**config.mk**
```make
export PLATFORM = sky130hd
export DESIGN_NAME = dispatch_queue
export DESIGN_NICKNAME = d
export VERILOG_FILES = /design/src/rtl/dispatch_queue_pkg.sv /design/src/rtl/dispatch_queue_operand_resolver.sv /design/src/rtl/dispatch_queue.sv
export SDC_FILE = /design/constraint.sdc
export NUM_CORES = 1
export LEC_CHECK = 0
export BUFFER_PORTS_ARGS = -buffer_cell sky130_fd_sc_hd__buf_4
export CELL_PAD_IN_SITES_DETAIL_PLACEMENT = 2
export CELL_PAD_IN_SITES_GLOBAL_PLACEMENT = 2
export CORE_MARGIN = 2
export CORE_UTILIZATION = 30
export DETAILED_ROUTE_END_ITERATION = 8
export HOLD_SLACK_MARGIN = 0.03
export PLACE_DENSITY_LB_ADDON = 0.1
export SETUP_SLACK_MARGIN = 0.4
export SLEW_MARGIN = 25
export SYNTH_ARGS = -nofsm -noshare
export SYNTH_HDL_FRONTEND = slang
export SYNTH_SLANG_ARGS = --single-unit
```
**constraint.sdc**
```tcl
create_clock -name clk -period 4.55 [get_ports clk]
set_input_delay 0.455 -clock clk [delete_from_list [all_inputs] [get_ports clk]]
set_output_delay 0.455 -clock clk [all_outputs]
set_load 0.005 [all_outputs]
```
**src/rtl/dispatch_queue_pkg.sv**
```systemverilog
// rtl/dispatch_queue_pkg.sv - opcode codes, tag constants and helpers shared by dispatch_queue
package dispatch_queue_pkg;

    localparam logic TRUE  = 1'b1;
    localparam logic FALSE = 1'b0;

    // Tag value meaning "operand does not wait on any ROB entry"
    localparam int unsigned ZERO_ROB = 0;

    // Decoded opcode numbering; loads and stores occupy one contiguous range
    localparam int unsigned OPENUM_NOP   = 0;
    localparam int unsigned OPENUM_LUI   = 1;
    localparam int unsigned OPENUM_AUIPC = 2;
    localparam int unsigned OPENUM_JAL   = 3;
    localparam int unsigned OPENUM_JALR  = 4;
    localparam int unsigned OPENUM_BEQ   = 5;
    localparam int unsigned OPENUM_BNE   = 6;
    localparam int unsigned OPENUM_BLT   = 7;
    localparam int unsigned OPENUM_BGE   = 8;
    localparam int unsigned OPENUM_BLTU  = 9;
    localparam int unsigned OPENUM_BGEU  = 10;
    localparam int unsigned OPENUM_LB    = 11;
    localparam int unsigned OPENUM_LH    = 12;
    localparam int unsigned OPENUM_LW    = 13;
    localparam int unsigned OPENUM_LBU   = 14;
    localparam int unsigned OPENUM_LHU   = 15;
    localparam int unsigned OPENUM_SB    = 16;
    localparam int unsigned OPENUM_SH    = 17;
    localparam int unsigned OPENUM_SW    = 18;
    localparam int unsigned OPENUM_ADDI  = 19;
    localparam int unsigned OPENUM_ADD   = 28;
    localparam int unsigned OPENUM_AND   = 37;

    // Memory ops go to the load/store buffer, everything else to the reservation station
    function automatic logic is_mem_op(input int unsigned op);
        return (op >= OPENUM_LB) && (op <= OPENUM_SW);
    endfunction

endpackage

```
**src/rtl/dispatch_queue_operand_resolver.sv**
```systemverilog
// rtl/dispatch_queue_operand_resolver.sv - combinational operand forwarding from CDB, ROB or register file
module operand_resolver
    import dispatch_queue_pkg::*;
#(
    parameter int DATA_W   = 32,
    parameter int ROB_ID_W = 4,
    parameter int NUM_CDB  = 2
)(
    input  logic [ROB_ID_W-1:0]         i_q_from_reg,
    input  logic [DATA_W-1:0]           i_v_from_reg,
    input  logic                        i_rob_ready,
    input  logic [DATA_W-1:0]           i_rob_data,
    input  logic [NUM_CDB-1:0]          i_cdb_valid,
    input  logic [NUM_CDB*ROB_ID_W-1:0] i_cdb_rob_id,
    input  logic [NUM_CDB*DATA_W-1:0]   i_cdb_result,
    output logic [ROB_ID_W-1:0]         o_q,
    output logic [DATA_W-1:0]           o_v
);

    logic              w_pending;
    logic              w_cdb_hit;
    logic [DATA_W-1:0] w_cdb_data;

    assign w_pending = (i_q_from_reg != ROB_ID_W'(ZERO_ROB));

    // Scan channels high to low so the lowest matching channel writes last and wins
    always_comb begin
        w_cdb_hit  = FALSE;
        w_cdb_data = '0;
        for (int i = NUM_CDB - 1; i >= 0; i--) begin
            if (i_cdb_valid[i] && (i_cdb_rob_id[i*ROB_ID_W +: ROB_ID_W] == i_q_from_reg)) begin
                w_cdb_hit  = TRUE;
                w_cdb_data = i_cdb_result[i*DATA_W +: DATA_W];
            end
        end
    end

    // A pending tag is satisfied by a CDB broadcast first, then by an already-finished ROB entry
    always_comb begin
        o_q = i_q_from_reg;
        o_v = i_v_from_reg;
        if (w_pending && w_cdb_hit) begin
            o_q = '0;
            o_v = w_cdb_data;
        end else if (w_pending && i_rob_ready) begin
            o_q = '0;
            o_v = i_rob_data;
        end
    end

endmodule

```
**src/rtl/dispatch_queue.sv**
```systemverilog
// rtl/dispatch_queue.sv - FIFO-buffered dispatcher to RS/LSB with operand forwarding; optional DISPATCH_STATS_EN counters
module dispatch_queue
    import dispatch_queue_pkg::*;
#(
    parameter int DATA_W   = 32,
    parameter int ADDR_W   = 32,
    parameter int ROB_ID_W = 4,
    parameter int REG_W    = 5,
    parameter int OP_W     = 6,
    parameter int DEPTH    = 4,
    parameter int NUM_CDB  = 2
)(
    input  logic                        clk,
    input  logic                        rst_n,
    input  logic                        rdy,
    input  logic                        in_valid,
    output logic                        in_ready,
    input  logic [ADDR_W-1:0]           in_pc,
    input  logic [OP_W-1:0]             in_openum,
    input  logic [REG_W-1:0]            in_rd,
    input  logic [REG_W-1:0]            in_rs1,
    input  logic [REG_W-1:0]            in_rs2,
    input  logic [DATA_W-1:0]           in_imm,
    output logic [REG_W-1:0]            rs1_to_reg,
    output logic [REG_W-1:0]            rs2_to_reg,
    input  logic [DATA_W-1:0]           V1_from_reg,
    input  logic [DATA_W-1:0]           V2_from_reg,
    input  logic [ROB_ID_W-1:0]         Q1_from_reg,
    input  logic [ROB_ID_W-1:0]         Q2_from_reg,
    output logic [ROB_ID_W-1:0]         Q1_to_rob,
    output logic [ROB_ID_W-1:0]         Q2_to_rob,
    input  logic                        Q1_ready_from_rob,
    input  logic                        Q2_ready_from_rob,
    input  logic [DATA_W-1:0]           ready_data1_from_rob,
    input  logic [DATA_W-1:0]           ready_data2_from_rob,
    input  logic                        rob_full,
    input  logic                        rs_full,
    input  logic                        lsb_full,
    input  logic [ROB_ID_W-1:0]         rob_id_from_rob,
    input  logic [NUM_CDB-1:0]          cdb_valid,
    input  logic [NUM_CDB*ROB_ID_W-1:0] cdb_rob_id,
    input  logic [NUM_CDB*DATA_W-1:0]   cdb_result,
    output logic                        ena_to_rob,
    output logic                        ena_to_reg,
    output logic                        ena_to_rs,
    output logic                        ena_to_lsb,
    output logic [REG_W-1:0]            rd_to_rob,
    output logic [REG_W-1:0]            rd_to_reg,
    output logic [OP_W-1:0]             openum_out,
    output logic [DATA_W-1:0]           V1_out,
    output logic [DATA_W-1:0]           V2_out,
    output logic [ROB_ID_W-1:0]         Q1_out,
    output logic [ROB_ID_W-1:0]         Q2_out,
    output logic [DATA_W-1:0]           imm_out,
    output logic [ADDR_W-1:0]           pc_out,
    output logic [ROB_ID_W-1:0]         rob_id_out,
    input  logic                        commit_jump_flag_from_rob
`ifdef DISPATCH_STATS_EN
    ,
    output logic [31:0]                 stall_rob_cnt,
    output logic [31:0]                 stall_rs_cnt,
    output logic [31:0]                 stall_lsb_cnt,
    output logic [31:0]                 issue_cnt
`endif
);

    localparam int PTR_W = $clog2(DEPTH);
    localparam int CNT_W = PTR_W + 1;

    // FIFO storage, one array per decoded field
    logic [ADDR_W-1:0] r_pc_mem  [DEPTH];
    logic [OP_W-1:0]   r_op_mem  [DEPTH];
    logic [REG_W-1:0]  r_rd_mem  [DEPTH];
    logic [REG_W-1:0]  r_rs1_mem [DEPTH];
    logic [REG_W-1:0]  r_rs2_mem [DEPTH];
    logic [DATA_W-1:0] r_imm_mem [DEPTH];

    logic [PTR_W-1:0]  r_head;
    logic [PTR_W-1:0]  r_tail;
    logic [CNT_W-1:0]  r_count;

    logic              r_ena_rob;
    logic              r_ena_reg;
    logic              r_ena_rs;
    logic              r_ena_lsb;
    logic [REG_W-1:0]  r_rd_out;
    logic [OP_W-1:0]   r_op_out;
    logic [DATA_W-1:0] r_v1_out;
    logic [DATA_W-1:0] r_v2_out;
    logic [ROB_ID_W-1:0] r_q1_out;
    logic [ROB_ID_W-1:0] r_q2_out;
    logic [DATA_W-1:0] r_imm_out;
    logic [ADDR_W-1:0] r_pc_out;
    logic [ROB_ID_W-1:0] r_rob_id_out;

    logic              w_flush;
    logic              w_nonempty;
    logic              w_push;
    logic              w_pop;
    logic              w_head_is_mem;
    logic              w_unit_full;
    logic [ROB_ID_W-1:0] w_q1;
    logic [ROB_ID_W-1:0] w_q2;
    logic [DATA_W-1:0] w_v1;
    logic [DATA_W-1:0] w_v2;

    assign w_flush       = commit_jump_flag_from_rob;
    assign w_nonempty    = (r_count != '0);
    // in_ready looks only at the registered count, so a pop never frees a slot in the same cycle
    assign in_ready      = (r_count < CNT_W'(DEPTH));
    assign w_push        = in_valid & in_ready & rdy & ~w_flush;
    assign w_head_is_mem = is_mem_op(32'(r_op_mem[r_head]));
    assign w_unit_full   = w_head_is_mem ? lsb_full : rs_full;
    assign w_pop         = w_nonempty & rdy & ~w_flush & ~rob_full & ~w_unit_full;

    // Head entry sources go to the register file combinationally; its tags are looked up in the ROB
    assign rs1_to_reg = r_rs1_mem[r_head];
    assign rs2_to_reg = r_rs2_mem[r_head];
    assign Q1_to_rob  = Q1_from_reg;
    assign Q2_to_rob  = Q2_from_reg;

    operand_resolver #(
        .DATA_W   (DATA_W),
        .ROB_ID_W (ROB_ID_W),
        .NUM_CDB  (NUM_CDB)
    ) u_resolve_rs1 (
        .i_q_from_reg (Q1_from_reg),
        .i_v_from_reg (V1_from_reg),
        .i_rob_ready  (Q1_ready_from_rob),
        .i_rob_data   (ready_data1_from_rob),
        .i_cdb_valid  (cdb_valid),
        .i_cdb_rob_id (cdb_rob_id),
        .i_cdb_result (cdb_result),
        .o_q          (w_q1),
        .o_v          (w_v1)
    );

    operand_resolver #(
        .DATA_W   (DATA_W),
        .ROB_ID_W (ROB_ID_W),
        .NUM_CDB  (NUM_CDB)
    ) u_resolve_rs2 (
        .i_q_from_reg (Q2_from_reg),
        .i_v_from_reg (V2_from_reg),
        .i_rob_ready  (Q2_ready_from_rob),
        .i_rob_data   (ready_data2_from_rob),
        .i_cdb_valid  (cdb_valid),
        .i_cdb_rob_id (cdb_rob_id),
        .i_cdb_result (cdb_result),
        .o_q          (w_q2),
        .o_v          (w_v2)
    );

    // Entry storage is written only on accepted pushes; slots outside head..tail are don't-care
    always_ff @(posedge clk) begin
        if (w_push) begin
            r_pc_mem[r_tail]  <= in_pc;
            r_op_mem[r_tail]  <= in_openum;
            r_rd_mem[r_tail]  <= in_rd;
            r_rs1_mem[r_tail] <= in_rs1;
            r_rs2_mem[r_tail] <= in_rs2;
            r_imm_mem[r_tail] <= in_imm;
        end
    end

    // Pointer and occupancy bookkeeping; a flush empties the queue and drops same-cycle push/pop
    always_ff @(posedge clk or negedge rst_n) begin
        if (!rst_n) begin
            r_head  <= '0;
            r_tail  <= '0;
            r_count <= '0;
        end else if (rdy) begin
            if (w_flush) begin
                r_head  <= '0;
                r_tail  <= '0;
                r_count <= '0;
            end else begin
                if (w_push) begin
                    r_tail <= r_tail + 1'b1;
                end
                if (w_pop) begin
                    r_head <= r_head + 1'b1;
                end
                case ({w_push, w_pop})
                    2'b10:   r_count <= r_count + CNT_W'(1);
                    2'b01:   r_count <= r_count - CNT_W'(1);
                    default: r_count <= r_count;
                endcase
            end
        end
    end

    // Issue pulses last exactly one cycle; payload latches on issue and otherwise holds
    always_ff @(posedge clk or negedge rst_n) begin
        if (!rst_n) begin
            r_ena_rob    <= FALSE;
            r_ena_reg    <= FALSE;
            r_ena_rs     <= FALSE;
            r_ena_lsb    <= FALSE;
            r_rd_out     <= '0;
            r_op_out     <= '0;
            r_v1_out     <= '0;
            r_v2_out     <= '0;
            r_q1_out     <= '0;
            r_q2_out     <= '0;
            r_imm_out    <= '0;
            r_pc_out     <= '0;
            r_rob_id_out <= '0;
        end else if (rdy) begin
            r_ena_rob <= w_pop;
            r_ena_reg <= w_pop;
            r_ena_rs  <= w_pop & ~w_head_is_mem;
            r_ena_lsb <= w_pop & w_head_is_mem;
            if (w_pop) begin
                r_rd_out     <= r_rd_mem[r_head];
                r_op_out     <= r_op_mem[r_head];
                r_v1_out     <= w_v1;
                r_v2_out     <= w_v2;
                r_q1_out     <= w_q1;
                r_q2_out     <= w_q2;
                r_imm_out    <= r_imm_mem[r_head];
                r_pc_out     <= r_pc_mem[r_head];
                r_rob_id_out <= rob_id_from_rob;
            end
        end
    end

    assign ena_to_rob = r_ena_rob;
    assign ena_to_reg = r_ena_reg;
    assign ena_to_rs  = r_ena_rs;
    assign ena_to_lsb = r_ena_lsb;
    assign rd_to_rob  = r_rd_out;
    assign rd_to_reg  = r_rd_out;
    assign openum_out = r_op_out;
    assign V1_out     = r_v1_out;
    assign V2_out     = r_v2_out;
    assign Q1_out     = r_q1_out;
    assign Q2_out     = r_q2_out;
    assign imm_out    = r_imm_out;
    assign pc_out     = r_pc_out;
    assign rob_id_out = r_rob_id_out;

`ifdef DISPATCH_STATS_EN
    logic [31:0] r_stall_rob_cnt;
    logic [31:0] r_stall_rs_cnt;
    logic [31:0] r_stall_lsb_cnt;
    logic [31:0] r_issue_cnt;
    logic        w_stall_window;

    assign w_stall_window = w_nonempty & rdy & ~w_flush;

    // Attribute each blocked cycle to one unit, ROB first; counters wrap naturally
    always_ff @(posedge clk or negedge rst_n) begin
        if (!rst_n) begin
            r_stall_rob_cnt <= '0;
            r_stall_rs_cnt  <= '0;
            r_stall_lsb_cnt <= '0;
            r_issue_cnt     <= '0;
        end else begin
            if (w_stall_window) begin
                if (rob_full) begin
                    r_stall_rob_cnt <= r_stall_rob_cnt + 32'd1;
                end else if (w_head_is_mem && lsb_full) begin
                    r_stall_lsb_cnt <= r_stall_lsb_cnt + 32'd1;
                end else if (!w_head_is_mem && rs_full) begin
                    r_stall_rs_cnt <= r_stall_rs_cnt + 32'd1;
                end
            end
            if (w_pop) begin
                r_issue_cnt <= r_issue_cnt + 32'd1;
            end
        end
    end

    assign stall_rob_cnt = r_stall_rob_cnt;
    assign stall_rs_cnt  = r_stall_rs_cnt;
    assign stall_lsb_cnt = r_stall_lsb_cnt;
    assign issue_cnt     = r_issue_cnt;
`endif

endmodule

```
* After elaboration in Yosys (flattened, before gate mapping)
Memories as Yosys holds them, arrays and structs flattened. A register that Yosys moved wholly into a read port is not among the register bits.
Index checks and enable logic that the tools add are counted.
** Word-level totals
- Flip-flop bits (word level) :: 92
- Memory bits (writable) :: 340
- Input port bits :: 309
- Logic and storage cells :: 91
- Memories :: 6
** Memories
- r_imm_mem :: words 4, width 32, rd ports 1, clocked after Yosys merged registers in 1, write ports 1, line dispatch_queue.sv:76 : logic [DATA_W-1:0] r_imm_mem [DEPTH];
- r_pc_mem :: words 4, width 32, rd ports 1, clocked after Yosys merged registers in 1, write ports 1, line dispatch_queue.sv:71 : logic [ADDR_W-1:0] r_pc_mem [DEPTH];
- r_op_mem :: words 4, width 6, rd ports 1, clocked after Yosys merged registers in 0, write ports 1, line dispatch_queue.sv:72 : logic [OP_W-1:0] r_op_mem [DEPTH];
- r_rd_mem :: words 4, width 5, rd ports 1, clocked after Yosys merged registers in 1, write ports 1, line dispatch_queue.sv:73 : logic [REG_W-1:0] r_rd_mem [DEPTH];
- r_rs1_mem :: words 4, width 5, rd ports 1, clocked after Yosys merged registers in 0, write ports 1, line dispatch_queue.sv:74 : logic [REG_W-1:0] r_rs1_mem [DEPTH];
- r_rs2_mem :: words 4, width 5, rd ports 1, clocked after Yosys merged registers in 0, write ports 1, line dispatch_queue.sv:75 : logic [REG_W-1:0] r_rs2_mem [DEPTH];
** Cells by class
- $add $sub $neg :: 4
- $lt $le $gt $ge :: 3
- Eq/ne operators :: 6
- Mux-type cells :: 25
- Bitwise operators :: 13
- Reductions and logical operators :: 22
** Operators with widths (number)
- $mux W32 :: 8
- $eq A4 B4 Y1 :: 4
- $mux W4 :: 4
- $and A1 B1 Y1 :: 9
- $logic_and A1 B1 Y1 :: 9
- $mux W2 :: 4
- $reduce_and A2 Y1 :: 4
- $reduce_bool A4 Y1 :: 2
- $mux W1 :: 7
- $ge A6 B4 Y1 const B :: 1
- $le A6 B5 Y1 const B :: 1
- $pmux W3 S2 :: 1
- $reduce_bool A3 Y1 :: 2
- $add A2 B1 Y2 const B :: 2
- $not A1 Y1 :: 4
- $reduce_bool A2 Y1 :: 2
- $add A3 B1 Y3 const B :: 1
- $logic_not A1 Y1 :: 3
- $lt A3 B3 Y1 const B :: 1
- $mux W3 :: 1
- $sub A3 B1 Y3 const B :: 1
- $eq A2 B1 Y1 const B :: 1
- $eq A2 B2 Y1 const B :: 1

* Longest topological paths before layout
Gate-level depths: netlist (run 1).
An unclocked memory read counts as a cell.
- Depth in word-level cells :: 9
- Gate-level depth with buffers :: 16

* Cells and area by module
From an unflattened synthesis (run 1), not the netlist that was laid out.
** Unflattened totals
- Cell total of the unflattened synthesis :: 1065
- Area, all modules :: 21137.8 µm²
** By module, submodules not included
- dispatch_queue :: instances 1, cells each 851, area an instance 19003.2 µm², seq. area each 14238.7 µm²
- operand_resolver :: instances 2, cells each 107, area an instance 1067.3 µm², seq. area each 0.0 µm²

* Worst setup path before layout (run 1)
OpenSTA, ideal clock, no wires.
- Path type :: input port to flip-flop
- From :: in in_valid
- To :: mem r_imm_mem[0][0], enable pin
- Setup time :: 0.453 ns
- Data arrival time :: 3.040 ns
- Required time :: 4.097 ns
- Slack :: 1.057 ns
- Cell stages on the path :: 4
- Path buffers :: 0
- Cells stage by stage :: nor2b_1 > nand2_1 > nor2_1 > and2_1
** Between the ends
- Longest elaborated chain between the ends :: 5
** RTL lines
- start: declaration :: line dispatch_queue.sv:16 : input logic in_valid,
- $and A1 B1 Y1 (3 in series) :: line dispatch_queue.sv:111 : assign w_push = in_valid & in_ready & rdy & ~w_flush;
- $mux W1 :: line dispatch_queue.sv:156 : if (w_push) begin
- $mux W1 (not written as such) :: line dispatch_queue.sv:162 : r_imm_mem[r_tail] <= in_imm;
- end: declaration :: line dispatch_queue.sv:76
Every way passes these cells.

* Final worst setup path (run 1)
- From :: reg r_head[0]
- To :: reg r_imm_out[9] (netlist: imm_out[9]) (read register of r_imm_mem)
** Between the ends
- Longest elaborated chain between the ends :: 7
** RTL lines
- start: declaration :: line dispatch_queue.sv:78 : logic [PTR_W-1:0] r_head;
- start signal: assignment :: line dispatch_queue.sv:182 : r_head <= r_head + 1'b1;
- $mem_v2 Z4 W6
- $ge A6 B4 Y1 / $le A6 B5 Y1 (equally long branches) :: line dispatch_queue_pkg.sv:36 : return (op >= OPENUM_LB) && (op <= OPENUM_SW);
- $logic_and A1 B1 Y1 :: line dispatch_queue_pkg.sv:36
- $mux W1 :: line dispatch_queue.sv:113 : assign w_unit_full = w_head_is_mem ? lsb_full : rs_full;
- $not A1 Y1 :: line dispatch_queue.sv:114 : assign w_pop = w_nonempty & rdy & ~w_flush & ~rob_full & ~w_unit_full;
- $and A1 B1 Y1 :: line dispatch_queue.sv:114
- $reduce_and A2 Y1 (no source line)
- end: declaration :: line dispatch_queue.sv:92 : logic [DATA_W-1:0] r_imm_out;
Parallel ways exist; a longest one is shown, timed or not.
A chain may end at the register's enable or synchronous reset.

==> metrics.csv, run 1 <==
stage,metric,value,unit
layout,Synth-to-Final Area Change,35.1,%
critical_path,R2R Setup Slk,1.09,ns
routing,DRT Pass-1 Iters,6,
routing,top sig layer,met5,
layout,fin nets,2177,
logic_synthesis,share of the synthesized area in the top cell type,0.488,
timing,clk_skew,0.0528,ns
timing,Worst-Margin Slew,0.986,ns
critical_path,Setup crit end kind,flop,
power,worst vdd ir,0.000356,V
job,max cap viols,0,
logic_synthesis,most common cell in the synthesized netlist,edfxtp_1,
logic_synthesis,register bit total from synthesis,501,
routing,DR WL met2,38100,um
routing,total number of vias,13700,
clock_network,Post-CTS Setup Repair Bufs,0,
clock_network,# resized after CTS,0,
routing,Residual DRC,0,
grt,GRT Residual Overflow,0,
layout,Post-Layout Cell Count,2843,
worst_hold_path,HP Start,in_rs2[0],
timing,Max transition margin,0.343,
layout,Fillers,6816,
critical_path,RR Startpoint,r_head[0],
layout,multi-input logic area,6030,um2
clock_network,H-tree depth,2,
power,P per Cell Area,494,nW/um2
critical_path,Critical R2R Capture,imm_out[9],
logic_synthesis,Unique masters post-synth,41,
clock_network,Worst-path clk slew,0.06,ns
logic_synthesis,largest cells by area after synthesis,"edfxtp_1 49%, dfrtp_1 19%, mux4_2 9.2%",
critical_path,Setup CP Type,reg -> reg,
layout,Register Area,14200,um2
routing,antenna-violating nets left,0,
die,Die W,268,um
grt,vias in the first global route,15300,
timing,Peak Freq,0.289,GHz
grt,GRT Total Usage,0.203,
placed_design,Placed Cells,2653,
logic_synthesis,"Top FF cell, synth",edfxtp_1,
timing,Slew Limit Fails,0,
placed_design,Placer Congestion,0.762,
critical_path,critical path peak fanout,60,
timing,RSZ-0062 raised after global routing,false,
timing,final setup vio count,0,
die,initial core utilization,0.304,
logic_synthesis,Syn Nets,1623,
critical_path,Worst Path Arrival,3.97,ns
clock_network,root buffer cell,clkbuf_16,
logic_synthesis,fraction of registers with async set/reset,0.321,
clock_network,CTS Sinks,501,
die,DIE AREA,71800,um2
routing,met3 WL,5080,um
clock_network,clock latency on the worst-skew pair,0.63,ns
logic_synthesis,synthesized cell area,20900,um2
routing,Via density,4.81,
grt,first-pass GRT wire length,106000,um
timing,final count of hold timing violations,0,
logic_synthesis,Syn Inst Count,1309,
critical_path,type of origin of the critical path,flop,
clock_network,CTS tree,built,
logic_synthesis,Yosys top cell by area,edfxtp_1,
logic_synthesis,Avg Inst Size Synth,16.0,um2
die,DIE HEIGHT,268,um
logic_synthesis,synth cell count leaders,"340 x edfxtp_1, 161 x dfrtp_1, 144 x mux2_2",
routing,Routed WL,73700,um
routing,wire per inst,25.9,um
logic_synthesis,post-synthesis sequential area ratio,0.681,
timing,Setup TNS,0,ns
critical_path,"Req. time, crit path",5.05,ns
clock_network,maximum root-to-sink buffer count,3,
layout,Top Registers,"r_imm_mem x128, r_pc_mem x128",
layout,layout cells sized above 1,0.451,
routing,met1 wire length,29000,um
power,Static Leak,10.9,nW
die,CORE AREA,68800,um2
timing,fin crit share,0.761,
die,I/O Pins,488,
critical_path,CP Capture Point,imm_out[9],
critical_path,reg2reg path depth,6,
grt,largest net degree at the start of global routing,171,
clock_network,TritonCTS buffer count,56,
placed_design,IO Port Bufs,487,
routing,initial detailed-routing violation count,550,
timing,"Min Clock Period, post-route",3.46,ns
outcome,outcome,finished clean,
grt,initial antenna violation count,9,
critical_path,worst setup path startpoint,r_head[0],
logic_synthesis,synth warn,0,
worst_hold_path,Min-Delay Path Class,in -> reg,
clock_network,hold-fix buffers at CTS,82,
placed_design,DPL Wire Length,50600,um
logic_synthesis,Post-synth EDFFs,340,
die,row count,96,
## kinds of logic after synthesis
kind of cell,count (synthesis),share of synthesized area
flip-flops,501,0.681
buffers and inverters,157,0.0339
AND/OR/NAND/NOR,177,0.0382
XOR/XNOR,16,0.00706
multiplexers,232,0.171
AO/OA/AOI/OAI,221,0.0661
adder cells (fa/ha/maj),5,0.00335
## cells in the final DEF (no fill, tap or decap), types with 6 or more instances in the layout
cell type      Yosys  final
buf_4             15    516
edfxtp_1         340    340
dfrtp_1          161    159
mux2_2           144    144
mux4_2            85     85
nand2_1           82     82
dlygate4sd3_1      0     82
o22ai_1           67     67
a31oi_1           65     65
nor3_1            64     64
o21ai_0           59     59
clkbuf_16          0     57
inv_1             49     49
clkinv_2           0     15
xnor2_1           12     12
clkbuf_1          65     11
nor2_1             9      9
o21ai_1            9      9
clkinv_1           0      9
o41ai_2            8      8
a21oi_1            7      6
## stage by stage
step | utilization | instance area [um2] | setup slack [ns] | power (W) | hold WS, ns
2_1_floorplan | - | 20900 | 1.06 | 0.00747 | 0.159
3_3_place_gp | 0.372 | 25600 | 1.07 | 0.00953 | 0.464
3_5_place_dp | 0.372 | 25600 | 1.02 | 0.00964 | 0.476
4_1_cts | 0.410 | 28200 | 1.01 | 0.0142 | 0.0398
5_1_grt | 0.410 | 28200 | 0.876 | 0.0147 | 0.0502
6_report | 0.410 | 28300 | 1.09 | 0.0140 | 0.0817
## how the worst min path moves through the flow
stage                      end  cells after the start
2_1_floorplan        Q1_out[0]                      0
3_3_place_gp        V1_out[21]                      2
3_5_place_dp        V2_out[29]                      2
4_1_cts          rob_id_out[0]                      2
5_1_grt          rob_id_out[0]                      2
6_report       r_rs2_mem[3][0]                      1
## worst max-delay path, stage by stage (launching register included)
cell	delay, ns
dfrtp_4	0.63
mux4_2	0.57
a21oi_1	0.22
mux2_2	0.42
mux2i_4	0.24
buf_4	0.80
mux2_2	0.43
## area by class of cell
type | count | area share
multi-input cells | 651 | 0.214
repair buffers | 604 | 0.170
diodes | 4 | 0.000354
inverters | 49 | 0.00651
flip-flops and latches | 501 | 0.504
clock inverters | 33 | 0.0107
clock buffers | 70 | 0.0529
well taps | 931 | 0.0412
## power breakdown
group	internal (W)	leakage [nW]	switching, W	total (W)
clock network	0.00256	0.885	0.00190	0.00446
registers	0.00567	5.07	0.000488	0.00616
logic	0.00183	4.94	0.00152	0.00335
total	0.0101	10.9	0.00391	0.0140
## routing by layer
metal	vias to the layer above	GRT usage
met3	90	0.0560
met5	-	0
li1	6162	-
met2	377	0.364
met1	7042	0.238
met4	10	0.0515
(Power assumes the default switching activity.)
==> inputs of run 2 (changes only) <==
--- a/config.mk
+++ b/config.mk
@@ -5,6 +5,7 @@
 export SDC_FILE = /design/constraint.sdc
 export NUM_CORES = 1
 export LEC_CHECK = 0
+export ABC_AREA = 1
 export BUFFER_PORTS_ARGS = -buffer_cell sky130_fd_sc_hd__buf_4
 export CELL_PAD_IN_SITES_DETAIL_PLACEMENT = 2
 export CELL_PAD_IN_SITES_GLOBAL_PLACEMENT = 2
==> constraint.sdc (replaced) <==
create_clock -name clk -period 3.4 [get_ports clk]
set_input_delay 0.34 -clock clk [delete_from_list [all_inputs] [get_ports clk]]
set_output_delay 0.34 -clock clk [all_outputs]
set_load 0.005 [all_outputs]
==> run 2 against run 1 <==
Compared with the run above: clock power is 41% higher; flip-flop and latch count did not move; synthesized area is 2.4% higher; critical path depth rose by 9; utilization up 0.63 points; worst hold slack worse by 0.015 ns; register-to-register slack got worse by 0.47 ns; non-clock buffer count increased by 43; power rose by 31%; critical path type unchanged.
==> metrics.csv, run 2 <==
stage,metric,value,unit,change
outcome,outcome,finished clean,,
clock_network,maximum root-to-sink buffer count,3,,unchanged
logic_synthesis,"Top FF cell, synth",edfxtp_1,,
critical_path,CP max stage delay,0.55,ns,-0.25 ns
layout,Post-Layout Cell Count,3646,,+28%
timing,setup ws final,0.616,ns,-0.471 ns
layout,most frequent cells in the layout,"625 x nand2_1, 528 x buf_4, 340 x edfxtp_1, 215 x nand3_1",,
logic_synthesis,Syn Nets,2410,,+48%
power,Clock Power Share,0.344,,+0.024
clock_network,H-tree depth,2,,unchanged
critical_path,Levels on crit path,15,,+9
logic_synthesis,register bit total from synthesis,501,,unchanged
timing,"Min Clock Period, post-route",2.78,ns,-0.679 ns
critical_path,crit-path cells,buf_16 -> nand2_1 -> nand3_1 -> nand2_1 -> nand2_1 -> nand3_1 -> nand2_1 -> nand3_2 -> nand2_1 -> nor2_4 -> nand2_1 -> inv_1 -> fa_1 -> nand2_1 -> nand2_1,,
die,Die W,271,um,+1.2%
die,initial core utilization,0.304,,+0.000489
clock_network,clock latency on the worst-skew pair,0.62,ns,about the same
power,P per Cell Area,623,nW/um2,+26%
critical_path,WP buf/inv,2,,+1
grt,first-pass GRT wire length,125000,um,+18%
critical_path,type of origin of the critical path,flop,,
routing,antenna-violating nets left,0,,unchanged
clock_network,Worst-path clk slew,0.06,ns,about the same
timing,final count of hold timing violations,0,,unchanged
critical_path,CP max stage cell,dfrtp_4,,
placed_design,Placer Congestion,0.880,,+16%
logic_synthesis,Syn Inst Count,2096,,+60%
logic_synthesis,synth warn,0,,unchanged
routing,wire per inst,23.0,um,-11%
critical_path,most numerous cell on the critical path,nand2_1,,
layout,Top Registers,"r_imm_mem x128, r_pc_mem x128",,
die,DIE HEIGHT,271,um,+1.2%
routing,DRT Pass-1 Iters,5,,-1
grt,vias in the first global route,20100,,+32%
die,I/O Pins,488,,unchanged
timing,clk_skew,0.0139,ns,-0.0389 ns
critical_path,Worst Path Arrival,3.27,ns,-0.70 ns
grt,met3 GRT Util,0.0398,,-0.0162
routing,Routed WL,83900,um,+14%
timing,RSZ-0062 raised after global routing,false,,
power,Static Leak,12.5,nW,+14%
grt,initial antenna violation count,11,,+2
power,worst vdd ir,0.000377,V,+6.0%
layout,Fillers,7515,,+10%
logic_synthesis,Post-synth EDFFs,340,,unchanged
placed_design,Post-Place Worst Slack,0.467,ns,-0.555 ns
layout,layout cells sized above 1,0.242,,-0.209
grt,GRT Total Usage,0.221,,+0.0184
critical_path,"Req. time, crit path",3.89,ns,-1.16 ns
die,DIE AREA,73600,um2,+2.4%
die,CORE AREA,70400,um2,+2.3%
power,Pint,0.0131,W,+30%
clock_network,TritonCTS buffer count,57,,+1.8%
critical_path,Setup CP Type,reg -> reg,,
power,combinational share of power,0.219,,-0.021
timing,Worst-Margin Slew,0.880,ns,-0.106 ns
grt,GR Layer Usage met2,0.406,,+0.0418
layout,Synth-to-Final Area Change,36.9,%,
logic_synthesis,Unique masters post-synth,34,,-17%
logic_synthesis,synthesized cell area,21400,um2,+2.4%
clock_network,CTS tree,built,,
power,Switching Share,0.284,,+0.00406
clock_network,CTS Sinks,501,,unchanged
worst_hold_path,hold path cells,3,,+2
grt,GRT busiest layer,met2,,
timing,fin crit share,0.819,,+0.0577
placed_design,IO Port Bufs,487,,unchanged
job,max cap viols,0,,unchanged
placed_design,DPL Wire Length,55700,um,+10%
timing,Slew Limit Fails,0,,unchanged
timing,Max transition margin,0.409,,+0.0660
logic_synthesis,synth cell count leaders,"625 x nand2_1, 340 x edfxtp_1, 215 x nand3_1",,
layout,fin nets,2964,,+36%
timing,final setup vio count,0,,unchanged
grt,grt met1 use,0.263,,+0.0253
placed_design,Placed Cells,3421,,+29%
critical_path,reg2reg path depth,15,,+9
grt,largest net degree at the start of global routing,75,,-56%
power,Net Switching,0.00518,W,+33%
logic_synthesis,post-synthesis sequential area ratio,0.665,,-0.0162
logic_synthesis,fraction of registers with async set/reset,0.321,,unchanged
timing,Peak Freq,0.359,GHz,+24%
critical_path,critical path peak fanout,31,,-48%
critical_path,kind of cell adding the most delay to the critical path,simple AND/OR/NAND/NOR gates,,
grt,GRT Residual Overflow,0,,unchanged
logic_synthesis,largest cells by area after synthesis,"edfxtp_1 48%, dfrtp_1 19%, nand2_1 11%",,
layout,Final Cell Area,29300,um2,+3.8%
timing,Setup TNS,0,ns,unchanged
routing,Residual DRC,0,,unchanged
critical_path,Setup crit end kind,flop,,
logic_synthesis,Avg Inst Size Synth,10.2,um2,-36%
logic_synthesis,most common cell in the synthesized netlist,nand2_1,,
worst_hold_path,Min-Delay Path Class,in -> reg,,
routing,Via density,4.98,,+3.4%
routing,initial detailed-routing violation count,816,,+48%
die,row count,97,,+1.0%
clock_network,root buffer cell,clkbuf_16,,
layout,"commonest non-fill, non-tap cell in the layout",nand2_1,,
logic_synthesis,Yosys top cell by area,edfxtp_1,,
routing,total number of vias,18100,,+33%
power,Seq pwr share,0.436,,-0.005
placed_design,placed standard-cell area,26200,um2,+2.5%
logic_synthesis,share of the synthesized area in the top cell type,0.476,,-0.0116
## run 2: cell count changes after synthesis, moves of 18 or more
cell	delta
a31oi_1	-63
o211ai_1	+63
nand3_1	+211
mux4_2	-85
o21ai_0	+112
clkbuf_1	+30
mux2_2	-144
o22ai_1	+18
nand2_1	+543
nor3_1	-63
nor2_1	+168
## run 2: cell families after synthesis
logic type,share of synthesized area
AND/OR/NAND/NOR,0.194
adder cells (fa/ha/maj),0.00327
flip-flops,0.665
XOR/XNOR,0.00163
AO/OA/AOI/OAI,0.0923
buffers and inverters,0.0447
## run 2: cell type report
cell class | count | area (um2) | area share
Multi-Input combinational cell | 1373 | 6310 | 0.215
Timing Repair Buffer | 647 | 5370 | 0.183
Clock buffer | 84 | 1660 | 0.0565
Inverter | 70 | 278 | 0.00947
Antenna cell | 8 | 20.0 | 0.000682
Tap cell | 940 | 1180 | 0.0401
Sequential cell | 501 | 14200 | 0.486
Clock inverter | 23 | 275 | 0.00938
## run 2: layer usage
layer	vias up	share of wire	wire length, um
met1	9259	0.41	34400
met4	10	0.026	2190
met3	121	0.046	3840
met2	419	0.52	43400
met5	-	0.00074	62
li1	8330	-	-
## run 2: final timing paths
path                                                 from           to  slack (ns)
worst max-delay path                            r_head[0]   r_count[1]        0.62
min in group asynchronous                           rst_n   V1_out[17]        0.20
worst max register to register                  r_head[0]   r_count[1]        0.62
worst min-delay path            commit_jump_flag_from_rob    r_head[1]        0.07
max in group asynchronous                           rst_n    r_head[0]        2.27
worst min register to register                imm_out[27]  imm_out[27]        0.48
## run 2: repair_timing
action | CTS | global route
endpoints found under the setup margin | 0 | 136
hold buffers | 99 | 0
hold endpoints to repair | 401 | 0
buffers inserted | 0 | 8
gates resized for setup | 0 | 7
## run 2: power by group through the flow
stage               combinational (W)  clock, W  sequential, W
floorplan                     0.00143         0        0.00799
global placement              0.00375         0        0.00809
detailed placement            0.00391         0        0.00810
CTS                           0.00404   0.00649        0.00800
global route                  0.00443   0.00671        0.00809
finish                        0.00401   0.00629        0.00797
## run 2: metrics by stage
step / hold WS [ns] / total power [W] / util
floorplan: 0.0444 / 0.00942 / -
global placement: 0.263 / 0.0118 / 0.373
detailed placement: 0.269 / 0.0120 / 0.373
CTS: 0.0422 / 0.0185 / 0.414
global route: 0.0602 / 0.0192 / 0.417
finish: 0.0663 / 0.0183 / 0.417
## run 2: worst min-delay path: cells and delay by family
family	cells	cell delay [ns]
AND/OR/NAND/NOR	1	0.11
buffers and inverters	1	0.11
AO/OA/AOI/OAI	1	0.06
